--- config.mk ---
export PLATFORM = sky130hd
export DESIGN_NAME = alu_multicycle
export DESIGN_NICKNAME = d
export VERILOG_FILES = /design/src/rtl/alu_multicycle.sv
export SDC_FILE = /design/constraint.sdc
export NUM_CORES = 1
export LEC_CHECK = 0
export CORE_ASPECT_RATIO = 2
export CORE_MARGIN = 5
export CORE_UTILIZATION = 46
export DETAILED_ROUTE_END_ITERATION = 8
export GPL_TIMING_DRIVEN = 0
export PLACE_DENSITY = 0.69
export SYNTH_ARGS = -nofsm -noshare
export SYNTH_HDL_FRONTEND = slang
export SYNTH_SLANG_ARGS = --single-unit
--- constraint.sdc ---
create_clock -name clk_i -period 3.6 [get_ports clk_i]
set_clock_uncertainty 0.05 [all_clocks]
set_input_delay 0.72 -clock clk_i [delete_from_list [all_inputs] [get_ports clk_i]]
set_output_delay 0.72 -clock clk_i [all_outputs]
set_load 0.01 [all_outputs]
--- src/rtl/alu_multicycle.sv ---
// Multi-cycle ALU: registered result/Zero with start/valid handshake.
// Logic ops and ADD/SUB finish in one cycle; MUL is an iterative shift-add.
module alu_multicycle #(
  parameter int WIDTH    = 32,
  parameter int MUL_BITS = 1
) (
  input  logic             clk_i,
  input  logic             rst_n_i,
  input  logic             start_i,
  input  logic [WIDTH-1:0] data1_i,
  input  logic [WIDTH-1:0] data2_i,
  input  logic [2:0]       ALUCtrl_i,
  output logic [WIDTH-1:0] data_o,
  output logic             Zero_o,
  output logic             valid_o,
  output logic             busy_o
);

  localparam int N  = WIDTH / MUL_BITS;
  localparam int CW = (N > 1) ? $clog2(N) : 1;
  localparam logic [CW-1:0] LAST = CW'(N - 1);

  localparam logic [2:0] OP_AND = 3'b000;
  localparam logic [2:0] OP_OR  = 3'b001;
  localparam logic [2:0] OP_ADD = 3'b010;
  localparam logic [2:0] OP_SUB = 3'b110;
  localparam logic [2:0] OP_MUL = 3'b011;

  typedef enum logic {IDLE, MUL} state_t;

  state_t state_q, state_d;

  logic [WIDTH-1:0] a_q, a_d;
  logic [WIDTH-1:0] b_q, b_d;
  logic [WIDTH-1:0] acc_q, acc_d;
  logic [CW-1:0]    cnt_q, cnt_d;
  logic [WIDTH-1:0] data_q, data_d;
  logic             zero_q, zero_d;
  logic             valid_q, valid_d;

  logic [WIDTH-1:0] alu_res;
  logic [WIDTH-1:0] partial;
  logic [WIDTH-1:0] acc_sum;
  logic             accept;
  logic             mul_last;

  assign accept   = start_i && (state_q == IDLE);
  assign mul_last = (state_q == MUL) && (cnt_q == LAST);

  always_comb begin
    alu_res = '0;
    case (ALUCtrl_i)
      OP_AND:  alu_res = data1_i & data2_i;
      OP_OR:   alu_res = data1_i | data2_i;
      OP_ADD:  alu_res = data1_i + data2_i;
      OP_SUB:  alu_res = data1_i - data2_i;
      default: alu_res = '0;
    endcase
  end

  // A is shifted left alongside B, so the partial product arrives pre-aligned
  // and the cnt*MUL_BITS shift never needs a barrel shifter.
  always_comb begin
    partial = '0;
    for (int j = 0; j < MUL_BITS; j++) begin
      if (b_q[j]) partial = partial + (a_q << j);
    end
    acc_sum = acc_q + partial;
  end

  always_ff @(posedge clk_i or negedge rst_n_i) begin
    if (!rst_n_i) state_q <= IDLE;
    else          state_q <= state_d;
  end

  always_comb begin
    state_d = state_q;
    case (state_q)
      IDLE:    if (accept && ALUCtrl_i == OP_MUL) state_d = MUL;
      MUL:     if (cnt_q == LAST) state_d = IDLE;
      default: state_d = IDLE;
    endcase
  end

  always_comb begin
    busy_o  = (state_q == MUL);
    data_o  = data_q;
    Zero_o  = zero_q;
    valid_o = valid_q;
  end

  always_comb begin
    a_d     = a_q;
    b_d     = b_q;
    acc_d   = acc_q;
    cnt_d   = cnt_q;
    data_d  = data_q;
    zero_d  = zero_q;
    valid_d = 1'b0;
    if (accept) begin
      if (ALUCtrl_i == OP_MUL) begin
        a_d   = data1_i;
        b_d   = data2_i;
        acc_d = '0;
        cnt_d = '0;
      end else begin
        data_d  = alu_res;
        zero_d  = (alu_res == '0);
        valid_d = 1'b1;
      end
    end else if (state_q == MUL) begin
      acc_d = acc_sum;
      a_d   = a_q << MUL_BITS;
      b_d   = b_q >> MUL_BITS;
      cnt_d = cnt_q + CW'(1);
      if (mul_last) begin
        cnt_d   = '0;
        data_d  = acc_sum;
        zero_d  = (acc_sum == '0);
        valid_d = 1'b1;
      end
    end
  end

  always_ff @(posedge clk_i or negedge rst_n_i) begin
    if (!rst_n_i) begin
      a_q     <= '0;
      b_q     <= '0;
      acc_q   <= '0;
      cnt_q   <= '0;
      data_q  <= '0;
      zero_q  <= 1'b0;
      valid_q <= 1'b0;
    end else begin
      a_q     <= a_d;
      b_q     <= b_d;
      acc_q   <= acc_d;
      cnt_q   <= cnt_d;
      data_q  <= data_d;
      zero_q  <= zero_d;
      valid_q <= valid_d;
    end
  end

endmodule

---- Word-level counts from Yosys, hierarchy flattened ----
Index checks and enable logic that the tools add are counted.
cells by class
  shifts and indexed selects .............. 0
  reduce and logical (&&, ||, !) cells .... 10
  multiply operators ...................... 0
  bitwise logic cells ..................... 3
  order comparisons ....................... 0
  div/mod/pow operators ................... 0
  mux-type cells .......................... 30
  $add $sub $neg .......................... 4
  equal/unequal tests ..................... 7
operator list
  operator               count
  $mux W32               14
  $pmux W32 S4           1
  $add A32 B32 Y32       2
  $logic_not A32 Y1      2
  $and A32 B32 Y32       1
  $or A32 B32 Y32        1
  $sub A32 B32 Y32       1
  $mux W5                4
  $mux W1                10
  $eq A3 B2 Y1 const B   2
  $add A5 B1 Y5 const B  1
  $eq A5 B5 Y1 const B   1
  $reduce_bool A2 Y1     2
  $eq A3 B1 Y1 const B   1
  $eq A3 B3 Y1 const B   1
  $logic_and A1 B1 Y1    3
  $logic_not A3 Y1       1
  $reduce_and A3 Y1      1
  $ne A2 B1 Y1 const B   1
  $ne A2 B2 Y1 const B   1
  $pmux W1 S2            1
  $reduce_and A2 Y1      1
  $not A1 Y1             1
storage, ports and cells
  RAM bits ................................ 0
  memories ................................ 0
  latch bits .............................. 0
  ROM bits ................................ 0
  input port bits ......................... 70
  flip-flop bits (word level) ............. 136
  word-level logic and storage cells ...... 62

---- Logic depth before layout (Yosys ltp) ----
Gate-level depths: netlist of run 1.
  word-level depth ........................ 6
  gate-level depth with buffers ........... 22
  mapped depth without buffers ............ 21

---- Worst setup path before layout of run 1 ----
Ideal clock, no wire load.
  path type ............................... input port to flip-flop
  from .................................... in ALUCtrl_i[0]
  to ...................................... reg zero_q (netlist: Zero_o)
  arrival ................................. 5075 ps
  path buffers ............................ 6
  cell stages on the path ................. 22
  setup slack ............................. -1649 ps
  library setup time ...................... 124 ps
  cells stage by stage .................... clkbuf_1 -> clkbuf_1 -> nor2b_1 -> clkbuf_1 -> buf_1 -> and2_1 -> clkbuf_1 -> nor2_1 -> xnor2_1 -> ha_1 -> clkbuf_1 -> a21oi_1 -> o21ai_1 -> or2_0 -> a211oi_1 -> o21bai_1 -> a221o_1 -> a21oi_1 -> xnor2_1 -> o211ai_1 -> nor4_2 -> a211o_1
between the ends
  word-level cells in the longest chain between the ends .. 5
ends and longest elaborated chain
  what                                  RTL line  source
  start, declared                       12        input logic [2:0] ALUCtrl_i,
  $eq A3 B3 Y1 (tied with other cells)  52        case (ALUCtrl_i)
  $pmux W32 S4                          52
  $logic_not A32 Y1                     108       zero_d = (alu_res == '0);
  $mux W1                               101       if (ALUCtrl_i == OP_MUL) begin
  $mux W1                               100       if (accept) begin
  end signal, assigned                  140       zero_q <= zero_d;
  end, declared                         38        logic zero_q, zero_d;
Parallel ways exist; a longest one is shown, timed or not. The select of a mux whose other input is x is not followed.
A chain may end at the register's enable or synchronous reset.

---- Worst setup path in the final report of run 1 ----
  from .................................... in data2_i[5]
  to ...................................... reg zero_q (netlist: Zero_o)
between the ends
  word-level cells in the longest chain between the ends .. 5
ends and longest elaborated chain
  what                                      RTL line  source
  start, declared                           11        input logic [WIDTH-1:0] data2_i,
  $sub A32 B32 Y32 (tied with other cells)  56        OP_SUB: alu_res = data1_i - data2_i;
  $pmux W32 S4 *                            52
  $logic_not A32 Y1 *                       108
  $mux W1 *                                 101
  $mux W1 *                                 100
Mark *: on every way between the ends. The rest lies on a longest branch, timed or not. The select of a mux whose other input is x is not followed.

==> results of run 1 <==
[worst max-delay path, delay by kind of cell]
| kind | cells | cell delay [ns] |
|---|---|---|
| simple gates | 9 | 2.31 |
| xor+xnor | 2 | 0.32 |
| fa+ha+maj | 1 | 0.28 |
| buf+inv | 2 | 0.25 |
| compound gates | 9 | 1.57 |
[cell type report]
class / instances / area share [%]
well taps: 283 / 2.43
clock inverters: 14 / 1.17
inverters: 18 / 0.463
plain buffers: 73 / 2.89
flip-flops and latches: 136 / 23.3
multi-input cells: 1086 / 55.1
repair buffers: 183 / 11.7
clock buffers: 18 / 3.01
[stage by stage]
step           total power [mW]  TNS [ns]  hold WS, ns
3_5_place_dp               7.25    -66.78        0.421
4_1_cts                    9.40    -17.31        0.235
5_1_grt                    10.3    -22.79        0.267
3_3_place_gp               7.14   -583.37        0.414
6_report                   9.68    -19.94        0.213
2_1_floorplan              5.60    -15.69        0.374
[worst min-delay path by stage]
stage               startpoint      end  slack, ns  depth (start not counted)
finish                 rst_n_i   b_q[3]       0.21                          1
detailed placement      b_q[1]   b_q[1]       0.42                          2
floorplan              rst_n_i   Zero_o       0.37                          0
CTS                    rst_n_i   b_q[3]       0.23                          1
global route           rst_n_i   b_q[3]       0.27                          1
global placement       a_q[31]  a_q[31]       0.41                          2
[logic make-up after synthesis]
| family | count (synthesis) | synth area share, % |
|---|---|---|
| AOI/OAI and AO/OA | 404 | 22.9 |
| buffers and inverters | 95 | 3.29 |
| muxes | 66 | 6.12 |
| and+or+nand+nor | 432 | 18.5 |
| DFF | 136 | 31.4 |
| adders and majority gates | 97 | 10.7 |
| xor gates and xnor gates | 87 | 7.04 |
[state kept, by name (all words and copies together), names as in the netlist]
register	cells
a_q	32
acc_q	32
b_q	32
data_o	32
cnt_q	5
Zero_o	1
busy_o	1
valid_o	1
[cells in the mapped netlist (14+ instances only)]
cell / instances
ha_1: 67
xor2_1: 43
dfrtp_1: 136
a31oi_1: 14
o21ai_0: 145
a21oi_1: 104
and2_1: 35
maj3_1: 28
xnor2_1: 44
clkbuf_1: 72
inv_1: 17
nand2_1: 192
a21o_1: 21
nand3_1: 21
nand4_1: 14
nor2_1: 96
mux2i_1: 64
a22oi_1: 14
[timing repair]
item                                   CTS  global route
endpoints found under the hold margin    0             0
setup buffers                           41            44
resized for setup                      154            88
gates cloned                             0             1
setup endpoints to repair               50            33
pin swaps                               60            52
[where the power goes]
part | switching, mW | internal [mW]
sequential | 0.433 | 2.22
combinational | 2.98 | 2.16
clock | 0.769 | 1.11
total | 4.18 | 5.50
[per-layer routing]
metal | GRT usage [%] | up-vias
met4 | 19.9 | 0
li1 | - | 5155
met3 | 4.23 | 197
met5 | 0 | -
met2 | 53.9 | 466
met1 | 28.8 | 5349
==> results.json, run 1 <==
{
  "clock-sinks": 136,
  "r2r_cells": 16,
  "timing.final.max_slew_violations": 0,
  "final_core_util_pct": 62.8,
  "die_area_sq_um": 26900,
  "syn_avg_cell_area_sq_um": 8.22,
  "clk_latency_ns": 0.45,
  "die_h_um": 227,
  "ys_top_cells_by_area": "dfrtp_1 (31%), ha_1 (7.7%), o21ai_0 (6.7%)",
  "drv_cap": 0,
  "n_antenna_cell": 0,
  "drc_errors": 0,
  "worstSetupEndpoint": "Zero_o",
  "violations": "setup timing",
  "synth_top_area_cell": "dfrtp_1",
  "dp_slack_ns": -2.77,
  "cp.arrival_ns": 5.46,
  "wl_met1_um": 13800,
  "hp-class": "in2async",
  "numCtsBuffers": 17,
  "dieWidth_um": 119,
  "rr_startpoint": "b_q[0]",
  "fin_crit_sh_pct": 142,
  "critPathKind": "in2reg",
  "grt_pass1_wl_um": 60500,
  "initial_core_util_pct": 46.6,
  "wl_um": 40200,
  "outcome": "complete, but fails checks",
  "hold_viol": 0,
  "dr_wl_met3_um": 1890,
  "synth_edf_count": 0,
  "synth_area_sq_um": 10800,
  "tightestPinTransition_ns": 0.876,
  "fmax_ghz": 0.195,
  "rr_endpoint": "Zero_o",
  "grt_usage_pct": 28.7,
  "gp_congestion": 0.962,
  "worst_setup_path_end_kind": "flop",
  "layout_commonest_cell": "nand2_1",
  "routed-wl-met2_um": 21200,
  "startpoint": "data2_i[5]",
  "period_needed_ns": 5.12,
  "startpoint_type": "input pin",
  "clk_pin_slew_worst_paths_ns": 0.07,
  "yosysWarnings": 0,
  "yosys.cell_types.count": 72,
  "setup_viol": 23,
  "synth_cells": 1317,
  "io_buffers": 98,
  "relSlewSlack_pct": 41.6,
  "rows": 79,
  "fillers": 1930,
  "cellPowerDensity_nw_per_um2": 663,
  "antenna_found_initial": 0,
  "final_area_sq_um": 14600,
  "ios": 105,
  "synth_top_area_share_pct": 31.4,
  "nets": 1654,
  "cts_hold_buf": 0,
  "tritoncts": "done",
  "final_cell_mix": "nand2_1 (184), dfrtp_1 (135), o21ai_0 (124), clkdlybuf4s50_1 (89), nor2_1 (84)",
  "synth_top_flop_cell": "dfrtp_1",
  "ir_drop_mv": 0.518,
  "vias": 11167,
  "grt_start_max_net_pins": 75,
  "postPlaceCellArea_sq_um": 12500,
  "dr.first_iter.drc_count": 759,
  "async_flop_share_pct": 100,
  "synth-seq-cells": 136,
  "core-area_sq_um": 23200,
  "fin_ws_ns": -1.52,
  "htreeDepth": 4,
  "cp_slowest_cell": "or4_4",
  "instances_no_fill": 1811,
  "leakage_nw": 6.07,
  "cts.path.max_buffers": 2,
  "grt_pass1_vias": 11239,
  "top_layer": "met4",
  "reg2reg_slack_ns": -0.43,
  "wl_per_cell_um": 22.2,
  "cts_root_buffer": "clkbuf_16",
  "multi_input_comb_area_sq_um": 8040,
  "dpl.hpwl_um": 30500,
  "grt_setup_unrepaired": "true",
  "cp.required_ns": 3.94,
  "syn_nets": 1456,
  "syn2layout_area_growth_pct": 34.8,
  "post-place-cells": 1699,
  "regArea_sq_um": 3400,
  "critPathMaxFanout": 6,
  "synth_seq_area_share_pct": 31.4,
  "dr.pass1.iters": 5,
  "critPathMaxStageDelay_ns": 0.53,
  "overflow": 0,
  "antenna_left": 0,
  "crit_path_cell_trace": "buf_8 -> or4_4 -> or3_4 -> nor3_4 -> nand2_2 -> nor2_4 -> nand2_2 -> or2_4 -> o21ai_2 -> xor2_1 -> ha_1 -> buf_8 -> a21oi_4 -> o21ai_2 -> or2_1 -> a211oi_4 -> o21bai_4 -> a221o_1 -> a21oi_2 -> xnor2_2 -> o211ai_1 -> nor4_2 -> a211o_1",
  "drive_gt1_share_pct": 19.6,
  "via_per_inst": 6.17
}
(Power assumes the default switching activity.)
==> inputs of run 2 (changes only) <==
--- a/config.mk
+++ b/config.mk
@@ -7,10 +7,9 @@
 export LEC_CHECK = 0
 export CORE_ASPECT_RATIO = 2
 export CORE_MARGIN = 5
-export CORE_UTILIZATION = 46
+export CORE_UTILIZATION = 42
 export DETAILED_ROUTE_END_ITERATION = 8
 export GPL_TIMING_DRIVEN = 0
-export PLACE_DENSITY = 0.69
 export SYNTH_ARGS = -nofsm -noshare
 export SYNTH_HDL_FRONTEND = slang
 export SYNTH_SLANG_ARGS = --single-unit
==> constraint.sdc (replaced) <==
create_clock -name clk_i -period 6.14 [get_ports clk_i]
set_clock_uncertainty 0.05 [all_clocks]
set_input_delay 1.228 -clock clk_i [delete_from_list [all_inputs] [get_ports clk_i]]
set_output_delay 1.228 -clock clk_i [all_outputs]
set_load 0.01 [all_outputs]
==> results.json, run 2 (same netlist as run 1, synthesis figures left out) <==
{
  "grt_start_max_net_pins": 72,
  "fillers": 2554,
  "htreeDepth": 4,
  "vias": 10368,
  "wl_um": 38400,
  "numCtsBuffers": 17,
  "worst_setup_path_end_kind": "flop",
  "leakage_nw": 5.31,
  "drive_gt1_share_pct": 6.36,
  "cellPowerDensity_nw_per_um2": 409,
  "swShare_pct": 43.0,
  "final_area_sq_um": 13000,
  "relSlewSlack_pct": 18.8,
  "clock-sinks": 136,
  "critPathKind": "in2reg",
  "initial_core_util_pct": 42.4,
  "grt_pass1_wl_um": 59400,
  "cp.arrival_ns": 6.30,
  "dieWidth_um": 124,
  "wl_per_cell_um": 21.5,
  "antenna_left": 0,
  "instances_no_fill": 1786,
  "cts_hold_buf": 0,
  "cp.required_ns": 6.48,
  "grt_setup_unrepaired": "false",
  "setup_tns_ns": 0,
  "antenna_found_initial": 0,
  "hold_ws_ns": 0.429,
  "startpoint_type": "input pin",
  "combPwrFrac_pct": 50.5,
  "io_buffers": 98,
  "tightestPinTransition_ns": 1.21,
  "cts.path.max_buffers": 2,
  "via_per_inst": 5.81,
  "pwr-share-clk_pct": 20.3,
  "die_area_sq_um": 29300,
  "ir_drop_mv": 0.188,
  "gp_congestion": 0.926,
  "finalPower_mw": 5.33,
  "drv_cap": 0,
  "layout_commonest_cell": "nand2_1",
  "hold_viol": 0,
  "p_switching_mw": 2.29,
  "grt_usage_pct": 26.8,
  "reg2reg_slack_ns": 1.45,
  "fin_ws_ns": 0.176,
  "cts_root_buffer": "clkbuf_16",
  "multi_input_comb_area_sq_um": 7250,
  "regArea_sq_um": 3400,
  "setup_viol": 0,
  "final_cell_mix": "nand2_1 (190), o21ai_0 (140), dfrtp_1 (136), a21oi_1 (99), nor2_1 (95)",
  "grt_pass1_vias": 10870,
  "timing.final.max_slew_violations": 0,
  "seqPwrFrac_pct": 29.3,
  "overflow": 0,
  "syn2layout_area_growth_pct": 20.4,
  "post-place-cells": 1756,
  "clk_latency_ns": 0.45,
  "critPathMaxFanout": 10,
  "fin_crit_sh_pct": 97.1,
  "fmax_ghz": 0.168,
  "p_int_mw": 3.03,
  "die_h_um": 237,
  "dpl.hpwl_um": 31100,
  "nets": 1572,
  "tritoncts": "done",
  "n_antenna_cell": 0,
  "final_core_util_pct": 51.0,
  "outcome": "finished, final reports clean",
  "dp_slack_ns": -1.71,
  "ios": 105,
  "dr.first_iter.drc_count": 584,
  "core-area_sq_um": 25500,
  "rows": 83,
  "drc_errors": 0,
  "hp-class": "reg2reg",
  "dr.pass1.iters": 5,
  "period_needed_ns": 5.96,
  "clk_pin_slew_worst_paths_ns": 0.06,
  "postPlaceCellArea_sq_um": 12300
}
-- run 2: cell count changes in the layout (fill, tap and decap cells not counted), sizes merged --
cell and change:
buf -88, clkbuf +4, clkdlybuf4s50 +4, inv -2, clkdlybuf4s15 -1, dlygate4sd2 +1
-- run 2: cell type report --
type                       instances  share of cell area (%)
multi-input combinational       1086                    55.6
sequential                       136                    26.1
timing repair buffer             101                    7.73
clock buffer                      20                    3.43
tap                              340                    3.26
buffer                            73                    2.22
clock inverter                    12                    1.15
inverter                          18                   0.518
-- run 2: power groups by stage --
stage	logic (mW)	clock network [mW]	registers, mW
final	2.69	1.08	1.56
after global placement	2.60	0	1.56
after detailed placement	2.65	0	1.57
after floorplan	1.69	0	1.55
after global routing	2.96	1.13	1.61
after CTS	2.67	1.10	1.56
-- run 2: layer usage --
layer,part of all wire (%),vias to the layer above,GRT usage (%)
met3,3.0,118,3.54
met2,54,296,49.2
met5,0,-,0
li1,-,4994,-
met4,6.6,0,16.1
met1,36,4960,27.9
-- run 2: final timing paths --
kind                       depth (start not counted)          from        end
setup reg to reg                                  14        b_q[0]     Zero_o
hold / removal                                     2       b_q[15]    b_q[15]
hold reg to reg                                    2       b_q[15]    b_q[15]
max in group asynchronous                          2       rst_n_i  acc_q[29]
min in group asynchronous                          1       rst_n_i     b_q[3]
setup / recovery                                  20  ALUCtrl_i[1]     Zero_o
-- run 2: worst max-delay path, cell delays in order --
cell	delay, ns
clkdlybuf4s50_1	0.60
nor2b_4	0.30
clkbuf_4	0.27
buf_4	0.24
and2_2	0.26
buf_4	0.24
nor2_1	0.08
xnor2_1	0.15
ha_1	0.36
nor2_1	0.09
a211o_1	0.34
a211o_1	0.39
a211oi_2	0.28
o21ai_0	0.14
a32oi_2	0.29
and4_1	0.22
o2111a_1	0.24
nand3_1	0.17
nor4_4	0.27
a211o_1	0.14
-- run 2: timing repair --
action / in CTS / in global routing
pin swaps: 1 / 5
gates cloned: 0 / 0
setup buffers: 1 / 1
setup endpoints to repair: 25 / 3
gates resized for setup: 27 / 38
==> inputs of run 3 (changes only) <==
--- a/config.mk
+++ b/config.mk
@@ -13,3 +13,4 @@
 export SYNTH_ARGS = -nofsm -noshare
 export SYNTH_HDL_FRONTEND = slang
 export SYNTH_SLANG_ARGS = --single-unit
+export TNS_END_PERCENT = 10
==> results of run 3 <==
Final layout, timing and power as in run 2 (identical DEF).
